`src/rtl/loop_idx_sequencer_pkg.sv`:
```
// Shared types and default geometry for the three-level loop-nest sequencer.
package lp_seq_pkg;

  localparam int LP_D0 = 3;
  localparam int LP_D1 = 2;
  localparam int LP_D2 = 4;
  localparam int IDX_W = 3;

  typedef struct packed {
    logic [IDX_W-1:0] i;
    logic [IDX_W-1:0] j;
    logic [IDX_W-1:0] k;
  } idx_t;

  typedef enum logic [1:0] {
    IDLE = 2'd0,
    RUN  = 2'd1,
    DONE = 2'd2
  } state_t;

endpackage

```
`src/rtl/loop_idx_sequencer_wrap_counter.sv`:
```
// Bounded up-counter: counts 0..bound-1 on en, flags the terminal count.
module wrap_counter
  import lp_seq_pkg::*;
#(
  parameter int W = IDX_W
) (
  input  logic         clk,
  input  logic         rst,
  input  logic         en,
  input  logic         clr,
  input  logic [W-1:0] bound,
  output logic [W-1:0] cnt,
  output logic         wrap
);

  assign wrap = (cnt == bound - W'(1));

  always_ff @(posedge clk or posedge rst) begin
    if (rst)
      cnt <= '0;
    else if (clr)
      cnt <= '0;
    else if (en)
      cnt <= wrap ? '0 : cnt + W'(1);
  end

endmodule

```
`src/rtl/loop_idx_sequencer.sv`:
```
// Walks a [D0][D1][D2] buffer under runtime bounds, one {i,j,k}/address beat per
// accepted handshake, k fastest.
module loop_idx_sequencer
  import lp_seq_pkg::*;
#(
  parameter int D0 = LP_D0,
  parameter int D1 = LP_D1,
  parameter int D2 = LP_D2,
  parameter int IW = IDX_W,
  parameter int AW = 5
) (
  input  logic            clk,
  input  logic            rst,
  input  logic            start,
  input  logic            abort,
  input  logic [IW-1:0]   cfg_n0,
  input  logic [IW-1:0]   cfg_n1,
  input  logic [IW-1:0]   cfg_n2,
  output logic            o_valid,
  input  logic            o_ready,
  output logic [3*IW-1:0] o_idx,
  output logic [AW-1:0]   o_addr,
  output logic            o_last_k,
  output logic            o_last,
  output logic            busy,
  output logic            done,
  output logic            cfg_err
);

  state_t        state;
  logic [IW-1:0] n0, n1, n2;
  logic [AW-1:0] j_step, i_step;
  logic [AW-1:0] j_step_c, i_step_c;
  logic [IW-1:0] i_cnt, j_cnt, k_cnt;
  logic          wk, wj, wi;
  logic          cfg_ok, launch, kill, adv, last;
  idx_t          cur;

  always_comb begin
    cfg_ok = (cfg_n0 != '0) && (int'(cfg_n0) <= D0) &&
             (cfg_n1 != '0) && (int'(cfg_n1) <= D1) &&
             (cfg_n2 != '0) && (int'(cfg_n2) <= D2);
    launch = (state == IDLE) && start && cfg_ok;
    kill   = (state == RUN) && abort;
    adv    = (state == RUN) && o_ready && !abort;
    last   = wk && wj && wi;
    // Address deltas for row/plane wraps, fixed for the whole walk once latched.
    j_step_c = AW'(D2 - (int'(cfg_n2) - 1));
    i_step_c = AW'(D2 * D1 - (int'(cfg_n1) - 1) * D2 - (int'(cfg_n2) - 1));
  end

  wrap_counter #(.W(IW)) u_k (
    .clk(clk), .rst(rst), .en(adv), .clr(launch || kill),
    .bound(n2), .cnt(k_cnt), .wrap(wk)
  );

  wrap_counter #(.W(IW)) u_j (
    .clk(clk), .rst(rst), .en(adv && wk), .clr(launch || kill),
    .bound(n1), .cnt(j_cnt), .wrap(wj)
  );

  wrap_counter #(.W(IW)) u_i (
    .clk(clk), .rst(rst), .en(adv && wk && wj), .clr(launch || kill),
    .bound(n0), .cnt(i_cnt), .wrap(wi)
  );

  assign cur      = '{i: i_cnt, j: j_cnt, k: k_cnt};
  assign o_idx    = cur;
  assign o_last_k = o_valid && wk;
  assign o_last   = o_valid && last;

  always_ff @(posedge clk or posedge rst) begin
    if (rst) begin
      state   <= IDLE;
      o_valid <= 1'b0;
      busy    <= 1'b0;
      done    <= 1'b0;
      cfg_err <= 1'b0;
      n0      <= '0;
      n1      <= '0;
      n2      <= '0;
      j_step  <= '0;
      i_step  <= '0;
      o_addr  <= '0;
    end else begin
      done    <= 1'b0;
      cfg_err <= 1'b0;
      case (state)
        IDLE: begin
          if (start) begin
            if (cfg_ok) begin
              n0      <= cfg_n0;
              n1      <= cfg_n1;
              n2      <= cfg_n2;
              j_step  <= j_step_c;
              i_step  <= i_step_c;
              o_addr  <= '0;
              state   <= RUN;
              o_valid <= 1'b1;
              busy    <= 1'b1;
            end else begin
              cfg_err <= 1'b1;
            end
          end
        end
        RUN: begin
          if (abort) begin
            state   <= IDLE;
            o_valid <= 1'b0;
            busy    <= 1'b0;
            o_addr  <= '0;
          end else if (o_ready) begin
            if (last) begin
              state   <= DONE;
              o_valid <= 1'b0;
              busy    <= 1'b0;
              done    <= 1'b1;
              o_addr  <= '0;
            end else if (!wk) begin
              o_addr <= o_addr + AW'(1);
            end else if (!wj) begin
              o_addr <= o_addr + j_step;
            end else begin
              o_addr <= o_addr + i_step;
            end
          end
        end
        DONE:    state <= IDLE;
        default: state <= IDLE;
      endcase
    end
  end

endmodule

```
`config.mk`:
```
export PLATFORM = sky130hd
export DESIGN_NAME = loop_idx_sequencer
export DESIGN_NICKNAME = d
export VERILOG_FILES = /design/src/rtl/loop_idx_sequencer_pkg.sv /design/src/rtl/loop_idx_sequencer_wrap_counter.sv /design/src/rtl/loop_idx_sequencer.sv
export SDC_FILE = /design/constraint.sdc
export NUM_CORES = 1
export LEC_CHECK = 0
export CELL_PAD_IN_SITES_DETAIL_PLACEMENT = 1
export CELL_PAD_IN_SITES_GLOBAL_PLACEMENT = 2
export CORE_UTILIZATION = 25
export CTS_CLUSTER_SIZE = 20
export DETAILED_ROUTE_END_ITERATION = 7
export PLACE_DENSITY = 0.59
export SYNTH_ARGS = -nofsm -noshare
export SYNTH_HDL_FRONTEND = slang
export SYNTH_HIERARCHICAL = 1
export SYNTH_SLANG_ARGS = --single-unit
```
`constraint.sdc`:
```
create_clock -name clk -period 4.3 [get_ports clk]
set_input_delay 0.645 -clock clk [delete_from_list [all_inputs] [get_ports clk]]
set_output_delay 0.645 -clock clk [all_outputs]
set_load 0.01 [all_outputs]
```
After elaboration in Yosys (flattened, before gate mapping)

Cells that the tools add are included.
Widths: inputs -> output; s select.

Flip-flop bits (word level): 38
Latch bits: 0
RAM bits: 0
Memory bits (read-only): 0
Bits of input ports: 14
Word-level logic and storage cells: 104
Memories: 0

$add $sub $neg: 14
Multipliers: 0
Div/mod/pow operators: 0
Magnitude comparators: 3
Equal/unequal tests: 8
Shift-type cells: 0
Muxes and demuxes: 36
Bitwise logic cells: 0
Reductions and logical operators: 30

Operator list:

| kind                | count |
|---|---|
| $mux 5              | 7 |
| $mux 3              | 9 |
| $logic_and 1x1->1   | 16 |
| $mux 1              | 12 |
| $sub 3x1->3 const B | 4 |
| $add 5x5->5         | 2 |
| $mux 2              | 5 |
| $pmux 5 s2          | 1 |
| $add 3x1->3 const B | 3 |
| $eq 3x3->1          | 3 |
| $reduce_bool 3->1   | 3 |
| $reduce_and 4->1    | 2 |
| $reduce_bool 2->1   | 4 |
| $le 3x2->1 const B  | 2 |
| $ne 3x3->1 const B  | 2 |
| $add 5x1->5 const B | 1 |
| $reduce_and 5->1    | 1 |
| $sub 4x4->5 const A | 1 |
| $sub 5x4->5         | 1 |
| $sub 5x5->5 const A | 1 |
| $ne 2x2->1 const B  | 2 |
| $pmux 2 s2          | 1 |
| $sub 3x1->4 const B | 1 |
| $le 3x3->1 const B  | 1 |
| other kinds (6)     | 6 |

Depth between registers and ports, before layout

Depth in word-level cells: 9
Mapped depth: 14
Depth with buffers taken out: 14

Modules after synthesis

The synthesis kept the hierarchy.

By module, submodules not included:

| module             | instances | cells an instance | area an instance (um^2) | seq. area each (um^2) |
|---|---|---|---|---|
| loop_idx_sequencer | 1         | 164               | 1605.3                  | 675.6 |
| wrap_counter       | 3         | 26                | 245.2                   | 75.1 |

Least setup slack after synthesis

No wires, ideal clock.

Kind: flip-flop to flip-flop
From: reg n2[0]
To: reg o_addr[4]
Library setup time: 0.126 ns
Data arrival time: 2.632 ns
Required time: 4.174 ns
Slack: 1.542 ns
Cell stages (with the launch flop): 15
Period minus slack after synthesis: 2.758 ns
Path through: dfrtp_1 > inv_1 > ha_1 > xnor2_1 > nor2_1 > and2_1 > nand2_1 > ha_1 > inv_1 > fa_1 > nand2b_1 > a21oi_4 > xor2_2 > nor4_1 > a221o_1

Cells in the longest elaborated chain, start to end: 8
Elaborated cells on any way between the ends: 9
Classes of those cells: 1 x add/sub; 1 x eq/ne; 5 x mux; 2 x reduce/logical

RTL lines:

| what                           | line                                  | RTL |
|---|---|---|
| start: declaration             | loop_idx_sequencer.sv:31              | `logic [IW-1:0] n0, n1, n2;` |
| start signal: assignment       | loop_idx_sequencer.sv:94              | `n2 <= cfg_n2;` |
| $sub 3x1->3 (*)                | loop_idx_sequencer_wrap_counter.sv:16 | `assign wrap = (cnt == bound - W'(1));` |
| $eq 3x3->1 (*)                 | loop_idx_sequencer_wrap_counter.sv:16 |  |
| net wk                         | loop_idx_sequencer.sv:35              | `logic wk, wj, wi;` |
| $logic_and 1x1->1 (2 in a row) | loop_idx_sequencer.sv:46              | `last = wk && wj && wi;` |
| $mux 5 (*)                     | loop_idx_sequencer.sv:113             | `if (last) begin` |
| $mux 5 (*)                     | loop_idx_sequencer.sv:112             | `end else if (o_ready) begin` |
| $mux 5 (*)                     | loop_idx_sequencer.sv:107             | `if (abort) begin` |
| $pmux 5 s2 (*)                 | loop_idx_sequencer.sv:88              | `case (state)` |
| end signal: assignment         | loop_idx_sequencer.sv:120             | `o_addr <= o_addr + AW'(1);` |
| end signal: assignment         | loop_idx_sequencer.sv:122             | `o_addr <= o_addr + j_step;` |
| end signal: assignment         | loop_idx_sequencer.sv:124             | `o_addr <= o_addr + i_step;` |
| end: declaration               | loop_idx_sequencer.sv:22              | `output logic [AW-1:0] o_addr,` |

Mark *: on every way through the listed nets, which the timed path passes. The rest lies on a longest branch. The select of a mux whose other input is x is not followed.
A chain may end at the register's enable or synchronous reset.

Worst setup path after layout

From: reg n1[0]
To: out o_last

Cells in the longest elaborated chain, start to end: 5

RTL lines:

| what                           | line                                  | RTL |
|---|---|---|
| start: declaration             | loop_idx_sequencer.sv:31              |  |
| start signal: assignment       | loop_idx_sequencer.sv:93              | `n1 <= cfg_n1;` |
| $sub 3x1->3                    | loop_idx_sequencer_wrap_counter.sv:16 |  |
| $eq 3x3->1                     | loop_idx_sequencer_wrap_counter.sv:16 |  |
| net wj                         | loop_idx_sequencer.sv:35              |  |
| $logic_and 1x1->1 (2 in a row) | loop_idx_sequencer.sv:46              |  |
| $logic_and 1x1->1              | loop_idx_sequencer.sv:70              | `assign o_last = o_valid && last;` |
| end: declaration               | loop_idx_sequencer.sv:24              | `output logic o_last,` |

The timed path passes the listed nets, and every way through them passes these cells.

==> flow_summary.ini <==
[grt]
grt_usage_pct = 12.1
grt_pass1_wl_um = 9220
antenna_found_initial = 0
grt_pass1_vias = 1771
grt_max_degree = 34
grt.overflow.total = 0

[clocking]
clk_pin_slew_worst_paths_ns = 0.08
root_buffer = clkbuf_8
cts_sinks = 36
cts_resized = 0
cts_buffers = 5
clk_latency_ns = 0.29
h-tree-depth = 2
cts_buffer_depth = 2
postCtsSetupBuffers = 0
cts_tree = built
hold_buffers = 0

[worst_setup_path]
cp_data_arrival_time_ns = 2.76
crit_type = flip-flop to primary output
r2r_setup_slack_ns = 1.16
reg2reg_depth = 14
crit_path_end = o_last
start_kind = flip-flop
worstReg2RegEnd = o_addr[4]$_DFFE_PP0P_
startpoint = n1[0]$_DFFE_PP0P_
cp_max_fo = 6
crit_path_end_kind = primary output
worstReg2RegStart = n2[0]$_DFFE_PP0P_
required_ns = 3.65

[timing]
hold_viol = 0
setup_viol = 0
slew_viol_final = 0
fmax_mhz = 294
worst-slew-pin-transition_ns = 1.03
max_slew_margin_pct = 31.2
period_share_pct = 79.1
min_period_ns = 3.40
tns_ns = 0
rsz0062_at_grt = no
worst_slack_ns = 0.899
fin_skew_ns = 0.00642

[floorplanning]
rows = 34
die_h_um = 98.8
die_area_um2 = 9750
start_util_pct = 26.3
ioPinCount = 34
die_x_um = 98.8
fp.coreArea_um2 = 8890

[detailed_routing]
viasPerCell = 4.43
drc = 0
vias = 1719
wl_per_cell_um = 13.8
wirelength_um = 5360
dr.pass1.iters = 4
ant_nets = 0
initialDrtViolationCount = 50

[power_and_ir_drop]
internal_power_uw = 835
ir_drop_uv = 121
seqPwrFrac_pct = 36.6
p_leak_nw = 1.36
switching_share_pct = 29.3
p_switching_uw = 345
p_comb_share_pct = 27.5
clkPwrFrac_pct = 35.9
p_per_area_nw_per_um2 = 401

[placed_design]
hpwl_um = 4300
placement.setup.worst_slack_ns = 0.832
portBuffers = 33
globalplace.congestion = 0.729

[synthesis]
synth_warnings = 6
syn_inst = 242
yosysSeqAreaShare_pct = 38.5
synth_fp_nets = 278
synth-async-reset-ratio_pct = 100
ys_seq_elements = 36
synth.largest_area_cell = dfrtp_1
synth_edf_count = 0
syn_area_per_cell_um2 = 9.67
synth_top_area_share_pct = 38.5
ys_types = 45
synthTopCellsByArea = dfrtp_1, ha_1, xnor2_1, inv_1, nand2_1
syn_area_um2 = 2340
ys.flop_type = dfrtp_1

[min_path]
hold_class = flip-flop to flip-flop

[status]
outcome = complete, no violations

[layout]
syn_to_final_growth_pct = 25.9
nNetsFinal = 315
drive_gt1_share_pct = 7.50
n_antenna_cell = 0

[job]
cap_violations = 0
==> cell usage after synthesis (2+ instances only) <==
library cell / count
dfrtp_1: 36
inv_1: 25
nand2_1: 25
ha_1: 21
xnor2_1: 16
o21ai_1: 14
nor2_1: 11
and2_1: 9
xor2_1: 7
nand3b_1: 6
or2b_1: 6
nand2b_1: 5
a211oi_1: 4
nor2b_1: 4
nor3_1: 4
a21oi_1: 3
a31o_1: 3
a31oi_1: 3
and3_1: 3
buf_2: 3
nand2_2: 3
o21bai_1: 3
o221ai_1: 3
mux2_1: 2
mux2i_1: 2
o31ai_1: 2
==> final cells by class <==
class / instances / area, um^2
Tap cell: 108 / 135
Clock inverter: 3 / 90.1
Clock buffer: 5 / 68.8
Inverter: 26 / 97.6
Fill cell: 1011 / 5940
Timing Repair Buffer: 35 / 345
Multi-Input combinational cell: 175 / 1310
Sequential cell: 36 / 901
==> flip-flops by register name, indices dropped and copies added (netlist names) <==
register and cells:
j_step 5, done 1, i_step 3, n2 3
n0 3, cfg_err 1, u_j/cnt 3, u_i/cnt 3
state 2, o_addr 5, busy 1, n1 3
u_k/cnt 3
==> worst min-delay path by stage <==
stage	to	from	depth (start not counted)
floorplan	u_i/cnt[0]$_DFFE_PP0P_	rst	1
global placement	i_step[4]$_DFFE_PP0P_	i_step[4]$_DFFE_PP0P_	2
detailed placement	j_step[2]$_DFFE_PP0P_	j_step[2]$_DFFE_PP0P_	2
CTS	j_step[2]$_DFFE_PP0P_	j_step[2]$_DFFE_PP0P_	2
global route	n2[1]$_DFFE_PP0P_	n2[1]$_DFFE_PP0P_	2
finish	i_step[4]$_DFFE_PP0P_	i_step[4]$_DFFE_PP0P_	2
==> critical path, cell delays in order (launching register included) <==
cell,delay [ns]
dfrtp_1,0.40
inv_1,0.08
ha_1,0.21
xor2_1,0.17
xnor2_1,0.27
and2_1,0.39
and3_1,0.27
and2_1,0.14
clkdlybuf4s50_1,0.53
==> cell families (layout without fill, tap and decap cells) <==
logic type	after synthesis	count (layout)	synth area share, %
adders and majority gates	22	22	12.1
muxes	5	5	2.46
AOI/OAI and AO/OA	42	42	12.9
xor gates and xnor gates	24	24	9.30
DFF	36	36	38.5
and+or+nand+nor	82	82	19.1
buffers and inverters	31	69	5.61
==> layout by cell type (no fill, tap or decap), types with 4 or more instances in the layout <==
cell,instances
o21ai_1,14
a211oi_1,4
ha_1,21
clkbuf_8,5
clkdlybuf4s50_1,33
inv_1,25
dfrtp_1,36
nand2b_1,5
or2b_1,6
and2_1,9
nand2_1,25
xor2_1,7
nand3b_1,6
xnor2_1,16
nor3_1,4
nor2b_1,4
nor2_1,11
==> routing by layer <==
| layer | vias to the layer above | track usage (%) | routed length (um) |
|---|---|---|---|
| li1 | 887 | - | - |
| met1 | 798 | 17.8 | 2830 |
| met2 | 29 | 17.6 | 2310 |
| met3 | 5 | 2.55 | 164 |
| met4 | 0 | 3.44 | 58 |
| met5 | - | 0 | 0 |
==> power groups by stage <==
stage	clock network, mW	registers [mW]	logic [mW]
CTS	0.438	0.434	0.333
finish	0.423	0.432	0.325
global placement	0	0.439	0.334
global route	0.455	0.440	0.369
detailed placement	0	0.441	0.332
floorplan	0	0.432	0.232
==> stage by stage <==
stage          util, %  hold slack [ns]  power [mW]  std cells  area, um^2
5_1_grt           33.1            0.526        1.26        388        2950
2_1_floorplan        -            0.399       0.664        242        2340
6_report          33.1            0.495        1.18        388        2950
4_1_cts           33.1            0.502        1.20        388        2950
3_5_place_dp      31.4            0.481       0.773        380        2790
3_3_place_gp      31.4            0.469       0.773        380        2790
No activity file was read; power rests on OpenSTA's default activity.
